$ cat src/rtl/ps2_key_ctrl_pkg.sv
// Shared scan-code constants, parser/pop state encodings and byte classifiers
// for the PS/2 key controller.
package ps2_key_ctrl_pkg;

  localparam logic [7:0] SC_E0     = 8'hE0;
  localparam logic [7:0] SC_F0     = 8'hF0;
  localparam logic [7:0] SC_LSHIFT = 8'h12;
  localparam logic [7:0] SC_RSHIFT = 8'h59;
  localparam logic [7:0] SC_CTRL   = 8'h14;
  localparam logic [7:0] SC_CAPS   = 8'h58;
  localparam logic [7:0] SC_BAT    = 8'hAA;
  localparam logic [7:0] SC_ACK    = 8'hFA;
  localparam logic [7:0] SC_ECHO   = 8'hEE;

  typedef enum logic [1:0] {P_BASE, P_EXT, P_BRK, P_EXTBRK} parse_state_e;
  typedef enum logic {POP_IDLE, POP_GAP} pop_state_e;

  // Keyboard housekeeping bytes that carry no key information.
  function automatic logic is_filler(input logic [7:0] b);
    return (b == SC_BAT) || (b == SC_ACK) || (b == SC_ECHO) ||
           (b == 8'h00) || (b == 8'hFF);
  endfunction

endpackage

$ cat src/rtl/ps2_key_ctrl_if.sv
// Receive-FIFO handshake between ps2_keyboard (master) and the key controller (slave).
interface ps2_key_ctrl_if;
  logic       ready;
  logic [7:0] data;
  logic       overflow;
  logic       nextdata_n;

  modport master (output ready, data, overflow, input nextdata_n);
  modport slave  (input ready, data, overflow, output nextdata_n);
endinterface

$ cat src/rtl/ps2_key_ctrl_pop_fsm.sv
// IDLE/GAP pop sequencer: strobes nextdata_n for one cycle per byte and
// presents the popped byte with a same-cycle byte_valid pulse.
module ps2_key_ctrl_pop_fsm
  import ps2_key_ctrl_pkg::*;
(
  input  logic          clk,
  input  logic          rst_n,
  ps2_key_ctrl_if.slave fifo,
  output logic          byte_valid_o,
  output logic [7:0]    byte_o
);

  pop_state_e state_q, state_d;
  logic       pop;

  // Reset gates the strobe so a pop can never coincide with reset.
  assign pop             = (state_q == POP_IDLE) && fifo.ready && rst_n;
  assign fifo.nextdata_n = ~pop;
  assign byte_valid_o    = pop;
  assign byte_o          = fifo.data;

  always_ff @(posedge clk or negedge rst_n) begin
    if (!rst_n) state_q <= POP_IDLE;
    else        state_q <= state_d;
  end

  always_comb begin
    state_d = state_q;
    unique case (state_q)
      POP_IDLE: if (pop) state_d = POP_GAP;
      POP_GAP:  state_d = POP_IDLE;
      default:  state_d = POP_IDLE;
    endcase
  end

endmodule

$ cat src/rtl/ps2_key_ctrl.sv
// PS/2 key controller: parses make/break/E0 scan sequences into key events and
// tracks modifiers, caps lock, held key and press count. Macro PS2_TIMEOUT_EN adds a prefix timeout.
module ps2_key_ctrl
  import ps2_key_ctrl_pkg::*;
#(
  parameter int CNT_W       = 8,
  parameter int TIMEOUT_CYC = 1000000
) (
  input  logic             clk,
  input  logic             clrn,
  ps2_key_ctrl_if.slave    fifo,
  output logic             key_valid,
  output logic [7:0]       key_code,
  output logic             key_ext,
  output logic             key_release,
  output logic             key_repeat,
  output logic             shift,
  output logic             ctrl,
  output logic             caps,
  output logic             held,
  output logic [CNT_W-1:0] press_count,
  output logic             err
);

  logic       byte_valid;
  logic [7:0] byte_in;
  logic       timeout_hit;

  parse_state_e     pstate_q, pstate_d;
  logic             key_valid_q, key_valid_d, key_ext_q, key_ext_d;
  logic             key_release_q, key_release_d, key_repeat_q, key_repeat_d;
  logic [7:0]       key_code_q, key_code_d, held_code_q, held_code_d;
  logic             held_q, held_d, held_ext_q, held_ext_d;
  logic             shift_l_q, shift_l_d, shift_r_q, shift_r_d;
  logic             ctrl_l_q, ctrl_l_d, ctrl_r_q, ctrl_r_d;
  logic             caps_q, caps_d, err_q, err_d;
  logic [CNT_W-1:0] cnt_q, cnt_d;
  logic             ev, ev_ext, ev_rel, proto_err, same_key;

  ps2_key_ctrl_pop_fsm u_pop (
    .clk          (clk),
    .rst_n        (clrn),
    .fifo         (fifo),
    .byte_valid_o (byte_valid),
    .byte_o       (byte_in)
  );

`ifdef PS2_TIMEOUT_EN
  localparam int TO_W = $clog2(TIMEOUT_CYC + 1);
  logic [TO_W-1:0] to_cnt_q, to_cnt_d;

  // Counts idle cycles spent waiting for the byte that completes a prefix.
  assign to_cnt_d    = (byte_valid || pstate_q == P_BASE) ? '0 : to_cnt_q + TO_W'(1);
  assign timeout_hit = !byte_valid && (pstate_q != P_BASE) &&
                       (to_cnt_q == TO_W'(TIMEOUT_CYC - 1));

  always_ff @(posedge clk or negedge clrn) begin
    if (!clrn) to_cnt_q <= '0;
    else       to_cnt_q <= to_cnt_d;
  end
`else
  logic unused_timeout;
  assign unused_timeout = (TIMEOUT_CYC > 0);
  assign timeout_hit    = 1'b0;
`endif

  always_ff @(posedge clk or negedge clrn) begin
    if (!clrn) begin
      pstate_q      <= P_BASE;
      key_valid_q   <= 1'b0;
      key_code_q    <= '0;
      key_ext_q     <= 1'b0;
      key_release_q <= 1'b0;
      key_repeat_q  <= 1'b0;
      held_q        <= 1'b0;
      held_code_q   <= '0;
      held_ext_q    <= 1'b0;
      shift_l_q     <= 1'b0;
      shift_r_q     <= 1'b0;
      ctrl_l_q      <= 1'b0;
      ctrl_r_q      <= 1'b0;
      caps_q        <= 1'b0;
      err_q         <= 1'b0;
      cnt_q         <= '0;
    end else begin
      pstate_q      <= pstate_d;
      key_valid_q   <= key_valid_d;
      key_code_q    <= key_code_d;
      key_ext_q     <= key_ext_d;
      key_release_q <= key_release_d;
      key_repeat_q  <= key_repeat_d;
      held_q        <= held_d;
      held_code_q   <= held_code_d;
      held_ext_q    <= held_ext_d;
      shift_l_q     <= shift_l_d;
      shift_r_q     <= shift_r_d;
      ctrl_l_q      <= ctrl_l_d;
      ctrl_r_q      <= ctrl_r_d;
      caps_q        <= caps_d;
      err_q         <= err_d;
      cnt_q         <= cnt_d;
    end
  end

  always_comb begin
    pstate_d      = pstate_q;
    key_valid_d   = 1'b0;
    key_code_d    = key_code_q;
    key_ext_d     = key_ext_q;
    key_release_d = key_release_q;
    key_repeat_d  = key_repeat_q;
    held_d        = held_q;
    held_code_d   = held_code_q;
    held_ext_d    = held_ext_q;
    shift_l_d     = shift_l_q;
    shift_r_d     = shift_r_q;
    ctrl_l_d      = ctrl_l_q;
    ctrl_r_d      = ctrl_r_q;
    caps_d        = caps_q;
    cnt_d         = cnt_q;
    ev            = 1'b0;
    ev_ext        = 1'b0;
    ev_rel        = 1'b0;
    proto_err     = 1'b0;
    same_key      = 1'b0;

    if (byte_valid) begin
      unique case (pstate_q)
        P_BASE: begin
          if (byte_in == SC_E0)         pstate_d = P_EXT;
          else if (byte_in == SC_F0)    pstate_d = P_BRK;
          else if (!is_filler(byte_in)) ev = 1'b1;
        end
        P_EXT: begin
          if (byte_in == SC_F0)      pstate_d = P_EXTBRK;
          else if (byte_in == SC_E0) proto_err = 1'b1;
          else begin
            ev       = 1'b1;
            ev_ext   = 1'b1;
            pstate_d = P_BASE;
          end
        end
        P_BRK, P_EXTBRK: begin
          pstate_d = P_BASE;
          if (byte_in == SC_E0 || byte_in == SC_F0) proto_err = 1'b1;
          else begin
            ev     = 1'b1;
            ev_rel = 1'b1;
            ev_ext = (pstate_q == P_EXTBRK);
          end
        end
        default: pstate_d = P_BASE;
      endcase
    end else if (timeout_hit) begin
      pstate_d = P_BASE;
    end

    // Modifiers only toggle their held bits; every other key feeds held/repeat tracking.
    if (ev) begin
      key_valid_d   = 1'b1;
      key_code_d    = byte_in;
      key_ext_d     = ev_ext;
      key_release_d = ev_rel;
      key_repeat_d  = 1'b0;
      same_key      = held_q && (held_code_q == byte_in) && (held_ext_q == ev_ext);
      if (!ev_ext && byte_in == SC_LSHIFT)      shift_l_d = !ev_rel;
      else if (!ev_ext && byte_in == SC_RSHIFT) shift_r_d = !ev_rel;
      else if (!ev_ext && byte_in == SC_CTRL)   ctrl_l_d  = !ev_rel;
      else if (ev_ext && byte_in == SC_CTRL)    ctrl_r_d  = !ev_rel;
      else if (ev_rel) begin
        if (same_key) held_d = 1'b0;
      end else if (same_key) begin
        key_repeat_d = 1'b1;
      end else begin
        held_d      = 1'b1;
        held_code_d = byte_in;
        held_ext_d  = ev_ext;
        cnt_d       = cnt_q + CNT_W'(1);
        if (!ev_ext && byte_in == SC_CAPS) caps_d = !caps_q;
      end
    end
  end

  assign err_d       = err_q | fifo.overflow | proto_err | timeout_hit;
  assign key_valid   = key_valid_q;
  assign key_code    = key_code_q;
  assign key_ext     = key_ext_q;
  assign key_release = key_release_q;
  assign key_repeat  = key_repeat_q;
  assign shift       = shift_l_q | shift_r_q;
  assign ctrl        = ctrl_l_q | ctrl_r_q;
  assign caps        = caps_q;
  assign held        = held_q;
  assign press_count = cnt_q;
  assign err         = err_q;

endmodule
$ cat src/flat_wrapper.sv
// flat-port wrapper written by rule: the top's interface ports become plain ports
module ps2_key_ctrl_flat import ps2_key_ctrl_pkg::*;
#(
  parameter int CNT_W       = 8,
  parameter int TIMEOUT_CYC = 1000000
)
  (clk, clrn, key_valid, key_code, key_ext, key_release, key_repeat, shift, ctrl, caps, held, press_count, err, fifo_ready, fifo_data, fifo_overflow, fifo_nextdata_n);
  ps2_key_ctrl_if fifo_i ();
  input  logic clk;
  input  logic clrn;
  output logic key_valid;
  output logic [7:0] key_code;
  output logic key_ext;
  output logic key_release;
  output logic key_repeat;
  output logic shift;
  output logic ctrl;
  output logic caps;
  output logic held;
  output logic [CNT_W-1:0] press_count;
  output logic err;
  input wire logic [$bits(fifo_i.ready)-1:0] fifo_ready;
  input wire logic [$bits(fifo_i.data)-1:0] fifo_data;
  input wire logic [$bits(fifo_i.overflow)-1:0] fifo_overflow;
  output wire logic [$bits(fifo_i.nextdata_n)-1:0] fifo_nextdata_n;
  assign fifo_i.ready = fifo_ready;
  assign fifo_i.data = fifo_data;
  assign fifo_i.overflow = fifo_overflow;
  assign fifo_nextdata_n = fifo_i.nextdata_n;
  ps2_key_ctrl #(.CNT_W(CNT_W), .TIMEOUT_CYC(TIMEOUT_CYC)) u_core (.clk(clk), .clrn(clrn), .fifo(fifo_i), .key_valid(key_valid), .key_code(key_code), .key_ext(key_ext), .key_release(key_release), .key_repeat(key_repeat), .shift(shift), .ctrl(ctrl), .caps(caps), .held(held), .press_count(press_count), .err(err));
endmodule
$ cat config.mk
export PLATFORM = sky130hd
export DESIGN_NAME = ps2_key_ctrl_flat
export DESIGN_NICKNAME = d
export VERILOG_FILES = /design/src/rtl/ps2_key_ctrl_pkg.sv /design/src/rtl/ps2_key_ctrl_if.sv /design/src/rtl/ps2_key_ctrl_pop_fsm.sv /design/src/rtl/ps2_key_ctrl.sv /design/src/flat_wrapper.sv
export SDC_FILE = /design/constraint.sdc
export NUM_CORES = 1
export LEC_CHECK = 0
export BUFFER_PORTS_ARGS = -buffer_cell sky130_fd_sc_hd__buf_2
export CAP_MARGIN = 20
export CORE_ASPECT_RATIO = 1.4
export CORE_MARGIN = 1.5
export CORE_UTILIZATION = 50
export CTS_CLUSTER_DIAMETER = 40
export CTS_CLUSTER_SIZE = 16
export DETAILED_ROUTE_END_ITERATION = 10
export HOLD_SLACK_MARGIN = 0.08
export PLACE_DENSITY = 0.84
export SETUP_SLACK_MARGIN = 0.2
export SYNTH_ARGS = -nofsm -noshare
export SYNTH_HDL_FRONTEND = slang
export SYNTH_SLANG_ARGS = --single-unit
export TNS_END_PERCENT = 50
$ cat constraint.sdc
create_clock -name clk -period 2.1 [get_ports clk]
set_clock_uncertainty 0.05 [all_clocks]
set_input_delay 0.105 -clock clk [delete_from_list [all_inputs] [get_ports clk]]
set_output_delay 0.105 -clock clk [all_outputs]
set_load 0.02 [all_outputs]
==> qor.yml <==
outcome: "finished, final reports clean"
initial_core_util_pct: 52.2
start_kind: "flip-flop"
critPathMaxFanout: 4
syn_area_per_cell_um2: 12.2
synth_ff_type: "dfrtp_1"
drive_gt1_share_pct: 48.3
wirelength_um: 4680
cts_buffers: 5
die_w_um: 57.3
end_kind: "flip-flop"
cts_tree: "yes"
slew_headroom_pct: 60.5
async_flop_share_pct: 100
finalSetupTns_ns: 0
gp_congestion: 0.878
cp.required_ns: 2.23
syn-num-nets: 184
root_buffer: "clkbuf_8"
antennaDiodeCount: 0
pwr_density_cell_nw_per_um2: 798
ys.warnings.count: 0
synth_seq_cells: 39
clock_latency_ns: 0.29
path_class: "flip-flop to flip-flop"
wire_per_inst_um: 17.1
post-route-min-period_ns: 2.00
grtUsageTotal_pct: 22.7
die_area_um2: 4530
syn_inst: 169
viasPerCell: 5.74
dp.cells: 255
instances_no_fill: 273
grt_pass1_wl_um: 7880
power_leakage_nw: 1.22
maxCapViolations: 0
clock_sinks: 39
cp_top_family: "flip-flops"
clockBufferDepth: 2
clk_pin_slew_ns: 0.07
vdd_drop_max_v: 0.000727
postRouteAntennaNets: 0
areaGrowthSynthToFinish_pct: 29.7
tightestPinTransition_ns: 0.589
finalWorstSetupSlack_ns: 0.0997
vias: 1568
synth-edff-count: 0
grt_max_degree: 40
hold_class: "input pin to flip-flop"
io_buffers: 37
cpPeakStageDelay_ns: 0.40
cp_num_buf_inv: 1
dr.pass1.iters: 4
yosysUniqueCellTypes: 38
slew_violations: 0
fin_crit_sh_pct: 95.3
first_iter_violations: 56
grt_pass1_vias: 1683
power_mw: 2.14
drc: 0
clock.fmax_mhz: 500
hold_violations: 0
critPathArrivalTime_ns: 2.13
dp_hpwl_um: 3170
dpl_worst_slack_ns: -0.0452
grt_setup_unrepaired: "true"
slowest_stage: "dfrtp_1"
setup_violations: 0
yosysSeqAreaShare_pct: 47.3
post_dp_cell_area_um2: 2410
antenna_found_initial: 0
whs_ns: 0.134
nNetsFinal: 244
rows: 27
grt_overflow: 0
crit_chain: "nor2_4 > inv_4 > a211oi_4 > xnor2_1 > nand4_1 > ha_4 > nand3b_1 > mux2_2"
coreArea_um2: 3950
final_area_um2: 2680
synth_area_um2: 2060
pin_count: 38
die_h_um: 79.0
cts_max_level: 2
finish.utilization_pct: 67.7
[final cells by class]
cell class	instances	area (um^2)
timing repair buffer	61	394
sequential	39	976
fill	274	1270
inverter	9	38.8
tap	43	53.8
clock buffer	8	100
multi-input combinational	113	1110
[kinds of logic (layout without fill, tap and decap cells)]
kind of cell	Yosys count	in the layout	synth area share [%]
simple gates	53	54	16.4
flops	39	39	47.3
mux	22	22	15.1
buf+inv	19	78	5.27
xor+xnor	18	18	7.64
compound gates	15	16	6.55
fa+ha+maj	3	3	1.82
[path summary, 6_finish.rpt]
check / slack [ns] / depth (start not counted) / end / from
max: 0.1 / 8 / u_core.held / u_core.u_pop.state_q
min: 0.13 / 2 / u_core.held_code_q[5] / fifo_data[5]
max in group asynchronous: 1.27 / 3 / u_core.pstate_q[1] / clrn
min reg2reg: 0.42 / 1 / u_core.press_count[7] / u_core.press_count[7]
min in group asynchronous: 0.38 / 3 / u_core.key_ext / clrn
max reg2reg: 0.1 / 8 / u_core.held / u_core.u_pop.state_q
[where the power goes]
part	total (mW)	internal (mW)	switching, mW
sequential	0.972	0.870	0.102
combinational	0.620	0.296	0.324
clock	0.546	0.299	0.246
[flip-flops by register name, summed over array words and instances, names as in the netlist]
register,cells
u_core.held_code_q,8
u_core.key_release,1
u_core.press_count,8
u_core.key_repeat,1
u_core.shift_l_q,1
u_core.ctrl_r_q,1
u_core.ctrl_l_q,1
u_core.u_pop.state_q,1
u_core.held_ext_q,1
u_core.key_code,8
u_core.caps,1
u_core.key_valid,1
u_core.pstate_q,2
u_core.held,1
u_core.err,1
u_core.shift_r_q,1
u_core.key_ext,1
[layer usage]
| layer | share of wire [%] | track usage [%] |
|---|---|---|
| met4 | 1.9 | 8.37 |
| met3 | 3.6 | 5.54 |
| met1 | 43 | 27.3 |
| met5 | 0 | 0 |
| met2 | 52 | 38.9 |
[cell usage in the layout (no fill, tap or decap), types with 2 or more instances in the layout]
| master | netlist | layout |
|---|---|---|
| o21ai_0 | 5 | 4 |
| clkbuf_8 | 0 | 7 |
| nand3_4 | 0 | 2 |
| and4_1 | 2 | 2 |
| nor3b_1 | 2 | 2 |
| xnor2_1 | 14 | 14 |
| buf_4 | 3 | 15 |
| and3_1 | 4 | 3 |
| dlygate4sd3_1 | 0 | 4 |
| nand3_1 | 10 | 9 |
| nor3_1 | 2 | 2 |
| nand3b_1 | 2 | 2 |
| ha_4 | 0 | 2 |
| mux2_4 | 17 | 18 |
| a21oi_1 | 3 | 3 |
| mux2_2 | 5 | 4 |
| inv_4 | 0 | 2 |
| nor4_4 | 0 | 2 |
| nor2_1 | 3 | 3 |
| nand2_1 | 4 | 4 |
| buf_6 | 3 | 5 |
| inv_1 | 9 | 7 |
| dfrtp_1 | 39 | 39 |
| xor2_1 | 4 | 4 |
| nand4_1 | 9 | 9 |
| buf_2 | 3 | 37 |
| or2_2 | 4 | 3 |
[timing repair]
item	CTS	global route
hold endpoints to repair	43	0
setup endpoints to repair	22	31
pin swaps	2	3
resized for setup	3	14
cloned	2	0
setup buffers	3	1
hold buffers	4	0
[synthesized netlist by cell type, types with 4 or more instances]
cell type | instances | share of area, %
nand3_1 | 10 | 2.4
or2_2 | 4 | 1.2
nand4_1 | 9 | 2.7
dfrtp_1 | 39 | 47
inv_1 | 9 | 1.6
mux2_2 | 5 | 2.7
xor2_1 | 4 | 1.7
xnor2_1 | 14 | 5.9
nor4_1 | 4 | 1.2
mux2_4 | 17 | 12
nand2_1 | 4 | 0.73
and3_1 | 4 | 1.2
o21ai_0 | 5 | 1.2
Note: power is estimated with default switching activity, not from simulation.
